$ cat config.mk
export PLATFORM = sky130hd
export DESIGN_NAME = alu_iter
export DESIGN_NICKNAME = d
export VERILOG_FILES = /design/src/rtl/alu_iter.sv
export SDC_FILE = /design/constraint.sdc
export NUM_CORES = 1
export LEC_CHECK = 0
export ABC_AREA = 1
export CAP_MARGIN = 20
export CORE_ASPECT_RATIO = 0.5
export CORE_MARGIN = 5
export CORE_UTILIZATION = 30
export DETAILED_ROUTE_END_ITERATION = 10
export SETUP_SLACK_MARGIN = 0.15
export SYNTH_ARGS = -nofsm -noshare
export SYNTH_HDL_FRONTEND = slang
export SYNTH_SLANG_ARGS = --single-unit
$ cat constraint.sdc
create_clock -name clk -period 5.1 [get_ports clk]
set_clock_uncertainty 0.1 [all_clocks]
set_input_delay 0.51 -clock clk [delete_from_list [all_inputs] [get_ports clk]]
set_output_delay 0.51 -clock clk [all_outputs]
set_load 0.05 [all_outputs]
$ cat src/rtl/alu_iter.sv
// Iterative ALU: single-cycle logic/arith ops, bit-serial shifts and shift-add multiply.
// Ports: clk, reset (async high), start/alu_cmd/inA/inB in; busy, done, rslt, doBranch out.
module alu_iter #(
    parameter int W     = 8,
    parameter int CMD_W = 5
) (
    input  logic             clk,
    input  logic             reset,
    input  logic             start,
    input  logic [CMD_W-1:0] alu_cmd,
    input  logic [W-1:0]     inA,
    input  logic [W-1:0]     inB,
    output logic             busy,
    output logic             done,
    output logic [W-1:0]     rslt,
    output logic             doBranch
);

    localparam int CW = $clog2(W + 1);

    localparam logic [CMD_W-1:0] OP_NOP  = CMD_W'(5'b00000);
    localparam logic [CMD_W-1:0] OP_BEQ  = CMD_W'(5'b00011);
    localparam logic [CMD_W-1:0] OP_MOV  = CMD_W'(5'b00100);
    localparam logic [CMD_W-1:0] OP_SLT  = CMD_W'(5'b00101);
    localparam logic [CMD_W-1:0] OP_ADD  = CMD_W'(5'b01000);
    localparam logic [CMD_W-1:0] OP_SUB  = CMD_W'(5'b01001);
    localparam logic [CMD_W-1:0] OP_AND  = CMD_W'(5'b01010);
    localparam logic [CMD_W-1:0] OP_OR   = CMD_W'(5'b01011);
    localparam logic [CMD_W-1:0] OP_SHL  = CMD_W'(5'b01100);
    localparam logic [CMD_W-1:0] OP_SHR  = CMD_W'(5'b01101);
    localparam logic [CMD_W-1:0] OP_XOR  = CMD_W'(5'b01111);
    localparam logic [CMD_W-1:0] OP_MUL  = CMD_W'(5'b10010);
    localparam logic [CMD_W-1:0] OP_ROTL = CMD_W'(5'b11110);

    localparam logic [W-1:0] W_V = W[W-1:0];

    typedef enum logic [1:0] {
        IDLE,
        ITER,
        FIN
    } state_t;

    state_t state, state_nx;

    logic [CMD_W-1:0] cmd_q;
    logic [W-1:0]     opa, opb, acc;
    logic [CW-1:0]    cnt;

    logic          accept, is_shift, is_mul, last;
    logic [W-1:0]  amt_full;
    logic [CW-1:0] amt;
    logic [W-1:0]  res_nx, opa_nx, acc_nx;
    logic          br_nx;

    // Decode of the incoming request (only meaningful in IDLE).
    always_comb begin
        is_shift = (alu_cmd == OP_SHL) || (alu_cmd == OP_SHR) ||
                   (alu_cmd == OP_ROTL);
        is_mul   = (alu_cmd == OP_MUL);
        amt_full = inB % W_V;
        amt      = amt_full[CW-1:0];
        br_nx    = (alu_cmd == OP_BEQ) && (inA == inB);
        res_nx   = '0;
        case (alu_cmd)
            OP_ADD:  res_nx = inA + inB;
            OP_SUB:  res_nx = inA - inB;
            OP_AND:  res_nx = inA & inB;
            OP_OR:   res_nx = inA | inB;
            OP_MOV:  res_nx = inB;
            OP_SLT:  res_nx = {{(W-1){1'b0}}, inA < inB};
            OP_XOR:  res_nx = {{(W-1){1'b0}}, ^inA};
            // Zero shift amount finishes without iterating.
            OP_SHL, OP_SHR, OP_ROTL: res_nx = inA;
            OP_BEQ, OP_NOP: res_nx = '0;
            default: res_nx = '0;
        endcase
    end

    // One iteration step on the latched operands.
    always_comb begin
        case (cmd_q)
            OP_SHR:  opa_nx = opa >> 1;
            OP_ROTL: opa_nx = {opa[W-2:0], opa[W-1]};
            default: opa_nx = opa << 1;
        endcase
        acc_nx = opb[0] ? acc + opa : acc;
        last   = (cnt == CW'(1));
    end

    always_ff @(posedge clk or posedge reset) begin
        if (reset) begin
            state <= IDLE;
        end else begin
            state <= state_nx;
        end
    end

    always_comb begin
        state_nx = state;
        busy     = (state != IDLE);
        done     = (state == FIN);
        accept   = (state == IDLE) && start;
        case (state)
            IDLE: begin
                if (start) begin
                    if ((is_shift && amt != '0) || is_mul) begin
                        state_nx = ITER;
                    end else begin
                        state_nx = FIN;
                    end
                end
            end
            ITER: begin
                if (last) begin
                    state_nx = FIN;
                end
            end
            FIN:     state_nx = IDLE;
            default: state_nx = IDLE;
        endcase
    end

    always_ff @(posedge clk or posedge reset) begin
        if (reset) begin
            cmd_q    <= '0;
            opa      <= '0;
            opb      <= '0;
            acc      <= '0;
            cnt      <= '0;
            rslt     <= '0;
            doBranch <= 1'b0;
        end else if (accept) begin
            cmd_q <= alu_cmd;
            opa   <= inA;
            opb   <= inB;
            acc   <= '0;
            cnt   <= is_mul ? CW'(W) : amt;
            if (state_nx == FIN) begin
                rslt     <= res_nx;
                doBranch <= br_nx;
            end
        end else if (state == ITER) begin
            opa <= opa_nx;
            opb <= opb >> 1;
            acc <= acc_nx;
            cnt <= cnt - CW'(1);
            if (last) begin
                rslt     <= (cmd_q == OP_MUL) ? acc_nx : opa_nx;
                doBranch <= 1'b0;
            end
        end
    end

endmodule

==> flow_summary.json <==
{
  "status": "finished clean",
  "gp_congestion": 0.942,
  "drv_cap": 0,
  "htree_num_levels": 2,
  "critPathArrivalTime_ns": 2.76,
  "vias_per_cell": 5.03,
  "yosysTopAreaCellShare": 0.275,
  "first_global_vias": 3832,
  "worstMarginPinSlew_ns": 0.944,
  "post_synth_and_or_nand_nor_area_fraction": 0.343,
  "synth_fp_nets": 666,
  "drive_above_1_share": 0.0458,
  "regArea_sq_mm": 0.00110,
  "cp_max_fo": 10,
  "layout.nets": 695,
  "cp.required_ns": 5.19,
  "core_sq_mm": 0.0128,
  "grt_max_degree": 45,
  "dieArea_sq_mm": 0.0159,
  "finalSetupTns_ns": 0,
  "p_leak_nw": 2.47,
  "numCtsBuffers": 5,
  "min_period_ns": 2.67,
  "grt_first_pass_wirelength_microns": 20400,
  "slew_viol_final": 0,
  "synth_top_family_by_area": "simple AND/OR/NAND/NOR gates",
  "synth-compound-area-share": 0.133,
  "synthMuxAreaShare": 0.00250,
  "cts_setup_buffers": 0,
  "hold_path_end": "rslt[5]",
  "place.port_buffers": 34,
  "fmax_ghz": 0.374,
  "clk_latency_ns": 0.29,
  "clockRootBuffer": "clkbuf_16",
  "drc": 0,
  "finalNonFillerCells": 803,
  "synthAdderAreaFrac": 0.128,
  "reg2reg_depth": 5,
  "synth_cell_type_count": 37,
  "hold_buffers": 0,
  "peakVddDrop_v": 0.000161,
  "setup_ws_ns": 2.43,
  "areaGrowthSynthToFinish_pct": 16.8,
  "die_w_microns": 173,
  "cts_tree": "built",
  "drtIter0Drc": 417,
  "cts.path.max_buffers": 2,
  "ff2ff_setup_slack_ns": 2.73,
  "yosys-top-cells-area": "dfrtp_1 28%, nand2_1 18%, ha_1 11%, inv_1 8.2%, nand3_1 6.5%",
  "postSynthCellCount": 603,
  "grt.total_usage": 0.155,
  "overflow": 0,
  "holdWs_ns": 0.384,
  "finalWirelength_microns": 12000,
  "wl_per_cell_microns": 15.0,
  "drtPass1Iterations": 5,
  "die_y_microns": 91.7,
  "min_path_cells": 2,
  "ys_seq_area_frac": 0.275,
  "r2r-end": "opa[3]",
  "multiInputGateArea_sq_mm": 0.00248,
  "io_pins": 35,
  "yosys.area.top_type": "dfrtp_1",
  "nFillCells": 1408,
  "cts_resized": 0,
  "period_share": 0.524,
  "netlist_area_sq_mm": 0.00400,
  "critPathLaunchType": "primary input",
  "synth-seq-cells": 44,
  "antenna_cells": 0,
  "p_per_area_mw_per_mm2": 381,
  "drtAntennaViolNets": 0,
  "yosysWarnings": 0,
  "rsz0062_at_grt": "no",
  "timing.rr.start": "state[0]",
  "relSlewSlack": 0.370,
  "synthXorXnorAreaFrac": 0.0153,
  "min_from": "rslt[5]",
  "start_util": 0.311,
  "cp-end-kind": "register",
  "post-route-util": 0.364,
  "dpl.hpwl_microns": 9520,
  "clkSlewWorstSetupHoldPaths_ns": 0.07,
  "hold_violations": 0,
  "vias": 4038,
  "place_ws_ns": 2.21,
  "cts.sinks": 44,
  "dp.cells": 795,
  "hp-class": "register to register",
  "std_cell_rows": 29,
  "syn_avg_cell_area_sq_um": 6.63,
  "setup_viol": 0,
  "antenna_found_initial": 0,
  "criticalPathCategory": "primary input to register"
}
==> cells in the final DEF (no fill, tap or decap), types with 3 or more instances in the layout <==
cell / count
o22ai_1: 5
nand2_2: 4
nor3_1: 4
a21o_1: 5
dfrtp_1: 44
nor2_2: 4
xnor2_1: 5
o211ai_1: 7
inv_2: 4
inv_1: 86
nand2_4: 3
fa_1: 3
clkbuf_16: 5
ha_1: 36
o221ai_1: 10
nand2_1: 187
o21ai_0: 22
nand4_1: 12
clkdlybuf4s50_1: 34
nor2_1: 46
nand3_1: 52
a21oi_1: 30
==> cell type report <==
class	instances	share of cell area
multi-input cells	454	0.532
flip-flops and latches	44	0.236
repair buffers	36	0.0761
inverters	91	0.0742
well taps	170	0.0455
clock buffers	5	0.0268
clock inverters	3	0.00991
==> cell families (layout without fill, tap and decap cells) <==
group | count (synthesis) | after routing
and+or+nand+nor | 319 | 319
buffers and inverters | 105 | 135
AOI/OAI and AO/OA | 88 | 88
DFF | 44 | 44
adders and majority gates | 39 | 39
xor gates and xnor gates | 7 | 7
muxes | 1 | 1
==> routing by layer <==
layer | vias up | share of wire | global-route usage
met5 | - | 0 | 0
met4 | 0 | 0.015 | 0.0332
met3 | 12 | 0.049 | 0.0222
met2 | 104 | 0.43 | 0.246
met1 | 1915 | 0.50 | 0.225
li1 | 2007 | - | -
==> state kept, by name (all words and copies together), names as in the netlist <==
signal    cells
acc           8
cmd_q         5
doBranch      1
opb           8
rslt          8
cnt           4
opa           8
state         2
==> through the flow <==
step           instance area, sq um  power (W)
2_1_floorplan                  4000    0.00115
3_3_place_gp                   4500    0.00139
3_5_place_dp                   4500    0.00140
4_1_cts                        4670    0.00178
5_1_grt                        4670    0.00192
6_report                       4670    0.00178
==> synthesized netlist by cell type, drive strengths merged <==
cell type and number:
a22oi 1, nand3b 2, clkbuf 4, o22ai 5, buf 10, ha 36
nand2 194, o221ai 10, dfrtp 44, inv 91, and2 1, a31oi 2
a21o 5, fa 3, xor2 2, o211ai 7, nand4 12, o21ai 25
xnor2 5, o21bai 1, nor2 52, nor3 4, a221o 1, nand3 52
nand2b 2, o31ai 1, a21oi 30, mux2i 1
==> worst max-delay path by stage <==
stage / cells past startpoint / slack (ns) / from / end
6_report: 14 / 2.43 / inA[3] / rslt[5]
5_1_grt: 14 / 2.19 / inA[4] / rslt[5]
4_1_cts: 13 / 2.49 / inA[4] / rslt[5]
3_5_place_dp: 13 / 2.21 / inA[4] / rslt[5]
3_3_place_gp: 14 / 2.15 / inA[3] / rslt[5]
2_1_floorplan: 11 / 3.10 / inA[0] / rslt[4]
==> power breakdown <==
part	leakage (nW)	total [W]	internal, W	switching, W
Combinational	1.83	0.000831	0.000289	0.000542
Clock	0.0804	0.000378	0.000233	0.000145
Sequential	0.559	0.000571	0.000466	0.000105
Total	2.47	0.00178	0.000988	0.000791
==> worst max-delay path: stages <==
cell             delay [ns]
clkdlybuf4s50_1        0.58
inv_1                  0.14
ha_1                   0.48
nand2_1                0.11
inv_1                  0.09
nand4_1                0.13
nand3_1                0.11
nand2_1                0.05
nand3_1                0.07
nand3_1                0.16
nand2_1                0.14
nand2_1                0.07
nand2_1                0.05
nand2_1                0.04
(Power assumes the default switching activity.)
